--- config.mk ---
export PLATFORM = sky130hd
export DESIGN_NAME = fetch_seq
export DESIGN_NICKNAME = d
export VERILOG_FILES = /design/src/rtl/cpu_pkg.sv /design/src/rtl/fetch_buf.sv /design/src/rtl/fetch_seq.sv
export SDC_FILE = /design/constraint.sdc
export NUM_CORES = 1
export LEC_CHECK = 0
export CAP_MARGIN = 15
export CORE_MARGIN = 4
export CORE_UTILIZATION = 35
export DETAILED_ROUTE_END_ITERATION = 16
export PLACE_DENSITY = 0.77
export SLEW_MARGIN = 15
export SYNTH_ARGS = -nofsm -noshare
export SYNTH_HDL_FRONTEND = slang
export SYNTH_SLANG_ARGS = --single-unit
--- constraint.sdc ---
create_clock -name clk -period 1.54 [get_ports clk]
set_clock_uncertainty 0.1 [all_clocks]
set_input_delay 0.154 -clock clk [delete_from_list [all_inputs] [get_ports clk]]
set_output_delay 0.154 -clock clk [all_outputs]
set_load 0.02 [all_outputs]
--- src/rtl/cpu_pkg.sv ---
// rtl/cpu_pkg.sv - shared fetch sequencer types and constants
package cpu_pkg;
  typedef enum logic [1:0] {S_BOOT, S_FETCH, S_WAIT, S_DROP} fetch_state_t;

  localparam int          INST_BYTES   = 4;
  localparam logic [31:0] RESET_PC_DEF = 32'h0000_0000;
endpackage

--- src/rtl/fetch_buf.sv ---
// rtl/fetch_buf.sv - one-entry instruction buffer with valid/ready and flush
module fetch_buf
  import cpu_pkg::*;
(
  input  logic        clk,
  input  logic        clr,
  input  logic        load,
  input  logic [31:0] load_data,
  input  logic        flush,
  input  logic        ready,
  output logic [31:0] data,
  output logic        valid,
  output logic        free
);
  logic [31:0] data_d, data_q;
  logic        valid_d, valid_q;

  // Flush wins over a same-cycle ready, so a redirect never counts as a transfer.
  always_comb begin
    data_d  = data_q;
    valid_d = valid_q;
    if (flush) begin
      valid_d = 1'b0;
    end else if (load) begin
      valid_d = 1'b1;
      data_d  = load_data;
    end else if (valid_q && ready) begin
      valid_d = 1'b0;
    end
  end

  always_ff @(posedge clk) begin
    if (clr) begin
      data_q  <= '0;
      valid_q <= 1'b0;
    end else begin
      data_q  <= data_d;
      valid_q <= valid_d;
    end
  end

  assign data  = data_q;
  assign valid = valid_q;
  assign free  = !valid_q || ready;
endmodule

--- src/rtl/fetch_seq.sv ---
// rtl/fetch_seq.sv - instruction fetch sequencer driving an external dffe32 PC.
// Optional FETCH_ALIGN_CHK_EN: force word-aligned branch targets and flag misalignment.
module fetch_seq
  import cpu_pkg::*;
#(
  parameter logic [31:0] RESET_PC = RESET_PC_DEF
) (
  input  logic        clk,
  input  logic        clr,
  input  logic        stall,
  input  logic        br_taken,
  input  logic [31:0] br_target,
  input  logic [31:0] pc_q,
  output logic [31:0] pc_d,
  output logic        pc_e,
  output logic        imem_req,
  output logic [31:0] imem_addr,
  input  logic        imem_ack,
  input  logic [31:0] imem_rdata,
  output logic [31:0] inst,
  output logic        inst_valid,
  input  logic        inst_ready,
  output logic        misalign
);
  fetch_state_t state_q, state_d;
  logic [31:0]  addr_q, addr_d;
  logic [31:0]  tgt;
  logic [31:0]  buf_data;
  logic         buf_load, buf_valid, buf_free;
  logic         redirect;

  assign redirect = !clr && br_taken && (state_q != S_BOOT);

`ifdef FETCH_ALIGN_CHK_EN
  logic mis_d, mis_q;

  assign tgt = {br_target[31:2], 2'b00};

  always_comb begin
    mis_d = mis_q;
    if (redirect && (br_target[1:0] != 2'b00)) mis_d = 1'b1;
  end

  always_ff @(posedge clk) begin
    if (clr) mis_q <= 1'b0;
    else     mis_q <= mis_d;
  end

  assign misalign = mis_q && !clr;
`else
  assign tgt      = br_target;
  assign misalign = 1'b0;
`endif

  // Redirect leaves a fetch outstanding only if no ack lands in the same cycle.
  always_comb begin
    state_d  = state_q;
    addr_d   = addr_q;
    pc_d     = '0;
    pc_e     = 1'b0;
    imem_req = 1'b0;
    buf_load = 1'b0;
    if (redirect) begin
      pc_d    = tgt;
      pc_e    = 1'b1;
      state_d = (state_q == S_FETCH || imem_ack) ? S_FETCH : S_DROP;
    end else if (!clr) begin
      case (state_q)
        S_BOOT: begin
          pc_d    = RESET_PC;
          pc_e    = 1'b1;
          state_d = S_FETCH;
        end
        S_FETCH: begin
          if (!stall && buf_free) begin
            imem_req = 1'b1;
            addr_d   = pc_q;
            state_d  = S_WAIT;
          end
        end
        S_WAIT: begin
          if (imem_ack) begin
            buf_load = 1'b1;
            pc_d     = pc_q + 32'(INST_BYTES);
            pc_e     = 1'b1;
            state_d  = S_FETCH;
          end
        end
        S_DROP: begin
          if (imem_ack) state_d = S_FETCH;
        end
        default: state_d = S_BOOT;
      endcase
    end
  end

  always_ff @(posedge clk) begin
    if (clr) begin
      state_q <= S_BOOT;
      addr_q  <= '0;
    end else begin
      state_q <= state_d;
      addr_q  <= addr_d;
    end
  end

  fetch_buf u_buf (
    .clk       (clk),
    .clr       (clr),
    .load      (buf_load),
    .load_data (imem_rdata),
    .flush     (redirect),
    .ready     (inst_ready),
    .data      (buf_data),
    .valid     (buf_valid),
    .free      (buf_free)
  );

  assign imem_addr  = clr ? '0 : addr_q;
  assign inst       = clr ? '0 : buf_data;
  assign inst_valid = buf_valid && !clr;
endmodule

==> flow_metrics.tcl <==
set metrics [dict create \
    grt_max_degree 35 \
    clk_latency_ns 0.35 \
    cts_made_buffers 9 \
    cp_max_fo 5 \
    yosys.area.top_type "dfxtp_1" \
    critPathRequiredTime_ns 1.29 \
    syn_inst 392 \
    pwr_density_cell_nw_per_um2 604 \
    grt_pass1_wl_mm 21.8 \
    worstPathArrival_ns 1.57 \
    maxCapViolations 0 \
    cts.clk_slew.worst_paths_ns 0.08 \
    htreeDepth 3 \
    area_growth_pct 105 \
    rsz0062_at_grt "yes" \
    port_buffers 200 \
    start_util_pct 36.3 \
    antenna_cells 0 \
    io_pins 202 \
    syn_avg_cell_area_um2 9.08 \
    regArea_um2 1350 \
    layout_min_cycle_time_ns 1.82 \
    synth_mux_area_share_pct 10.1 \
    synth_cell_type_count 34 \
    synth-xor-area-share_pct 6.89 \
    synth_warnings 0 \
    die_area_um2 11900 \
    endpoint_kind "output pin" \
    synth-simple-area-share_pct 27.3 \
    ir_worst_vdd_mv 0.495 \
    synth_seq_cells 67 \
    detail_route.wl_per_cell_um 17.9 \
    via_per_inst 5.06 \
    antenna_found_initial 0 \
    core_area_um2 9820 \
    max_freq_ghz 0.550 \
    die_y_um 109 \
    synthAdderAreaFrac_pct 0.351 \
    cts_tree "yes" \
    yosys.area.top_type_share_pct 37.7 \
    dp_hpwl_mm 10.0 \
    slew_viol_final 0 \
    holdWs_ns 0.0274 \
    seq_area_frac_synth_pct 37.7 \
    ant_nets 0 \
    cts_sinks 67 \
    rows 36 \
    drt-total-wl_mm 14.8 \
    die_w_um 109 \
    dr.first_iter.drc_count 93 \
    ys_top_cells_by_area "dfxtp_1 38%, nor2b_1 12%, mux2_2 10%" \
    setup_slack_ns -0.279 \
    outcome "complete, but fails checks" \
    ctsRootBufferMaster "clkbuf_8" \
    fin_nets 791 \
    multi_input_area_um2 2610 \
    gp_congestion 0.821 \
    fill_cells 705 \
    synth_top_family_by_area "simple AND/OR/NAND/NOR gates" \
    setup_tns_ns -7.17 \
    synth_compound_area_share_pct 13.8 \
    drive_gt1_share_pct 44.9 \
    grt_pass1_vias 4398 \
    hold_class "in2reg" \
    cellLeakagePower_nw 3.46 \
    clk_path_buf_depth 2 \
    violations "setup timing" \
    grt_overflow 0 \
    hold_violations 0 \
    critical_path_class "reg2out" \
    finalCritPeriodShare_pct 118 \
    startpoint_type "register" \
    setup_viol 35 \
    firstDrtPassIters 5 \
    netlist_area_um2 3560 \
    synth_nets 495 \
    grtUsageTotal_pct 23.6 \
    vias 4179 \
    drc_errors 0 \
]
==> timing repair <==
action / 4_1_cts / 5_1_grt
pin swaps: 60 / 27
endpoints found under the setup margin: 159 / 109
resized for setup: 445 / 95
hold endpoints to repair: 3 / 0
setup buffers: 18 / 8
cloned: 3 / 2
hold buffers: 3 / 0
==> sequential cells by signal, summed over array words and instances (netlist names) <==
name and count:
addr_q 32, u_buf.data 32, state_q 2, u_buf.valid 1
==> cells in the mapped netlist (all sizes together) <==
library cell and n:
and3 4, a21oi 4, nand2b 3, and2 2
xnor2 18, mux2 32, ha 1, nor4 4
o21ai 28, and4 4, nor2b 66, dfxtp 67
xor2 10, o22a 32, nand3 12, clkbuf 16
nand4 8, a22o 5, nand2 37, inv 2
conb 1, buf 12, or2 1, nor2 15
nor3b 1, nor3 7
==> layout by cell type, fill, tap and decap left out, types with 6 or more instances in the layout <==
cell,count
nor3_4,6
o21ai_4,9
o21ai_2,16
nand4_1,6
nor2_1,8
xor2_1,10
xnor2_2,6
clkdlybuf4s50_1,69
xnor2_1,12
clkbuf_2,6
nand2_2,6
o22a_1,32
buf_12,6
dfxtp_1,65
mux2_2,30
buf_2,13
clkbuf_8,9
nand2_4,8
nor2b_1,65
clkdlybuf4s15_1,7
buf_6,50
nand2_1,22
nand3_1,6
buf_4,90
dlygate4sd2_1,58
==> where the power goes <==
part           leakage (nW)  internal, mW  switching [mW]
sequential            0.546          1.80          0.0201
combinational          2.82         0.612           0.504
clock                0.0966         0.751           0.721
==> worst paths after layout <==
path / startpoint / endpoint / slack (ns) / cells past startpoint
worst min-delay path: pc_q[3] / addr_q[3] / 0.03 / 3
worst max register to register: state_q[1] / u_buf.data[20] / 0 / 5
worst max-delay path: state_q[1] / pc_d[27] / -0.28 / 5
worst min register to register: addr_q[3] / addr_q[3] / 0.51 / 2
==> cell families (layout without fill, tap and decap cells) <==
family | after synthesis | count (layout)
buffers and inverters | 30 | 331
flip-flops | 67 | 67
AND/OR/NAND/NOR | 164 | 164
adder cells (fa/ha/maj) | 1 | 1
AO/OA/AOI/OAI | 69 | 69
XOR/XNOR | 28 | 28
multiplexers | 32 | 32
other | 1 | 1
==> per-layer routing <==
metal  share of wire [%]  up-vias  global-route usage [%]
met5                   0        -                       0
met4                 1.9        0                    7.57
met3                  10       27                    11.0
met2                  52      184                    43.1
met1                  36     2004                    23.7
li1                    -     1964                       -
==> stage by stage <==
stage | power [mW] | instance area [um^2] | setup WS [ns] | utilization (%) | std cells
after detailed placement | 2.86 | 6300 | -1.27 | 64.1 | 779
after global routing | 4.61 | 7300 | -0.351 | 74.3 | 826
after floorplan | 2.22 | 3610 | -0.0757 | - | 392
after global placement | 2.84 | 6300 | -1.23 | 64.1 | 779
final | 4.41 | 7300 | -0.279 | 74.3 | 826
after CTS | 4.36 | 6880 | -0.263 | 70.0 | 817
==> area by class of cell <==
class | instances | area share (%)
repair buffers | 313 | 40.7
multi-input cells | 295 | 35.8
flip-flops and latches | 67 | 18.5
well taps | 133 | 2.28
clock buffers | 10 | 1.75
clock inverters | 6 | 0.891
inverters | 2 | 0.103
==> critical path: stages (launching register included) <==
cell	delay, ns
dfxtp_4	0.40
buf_6	0.11
nand3_4	0.12
bufbuf_16	0.30
o21ai_1	0.13
buf_4	0.16
(Power assumes the default switching activity.)
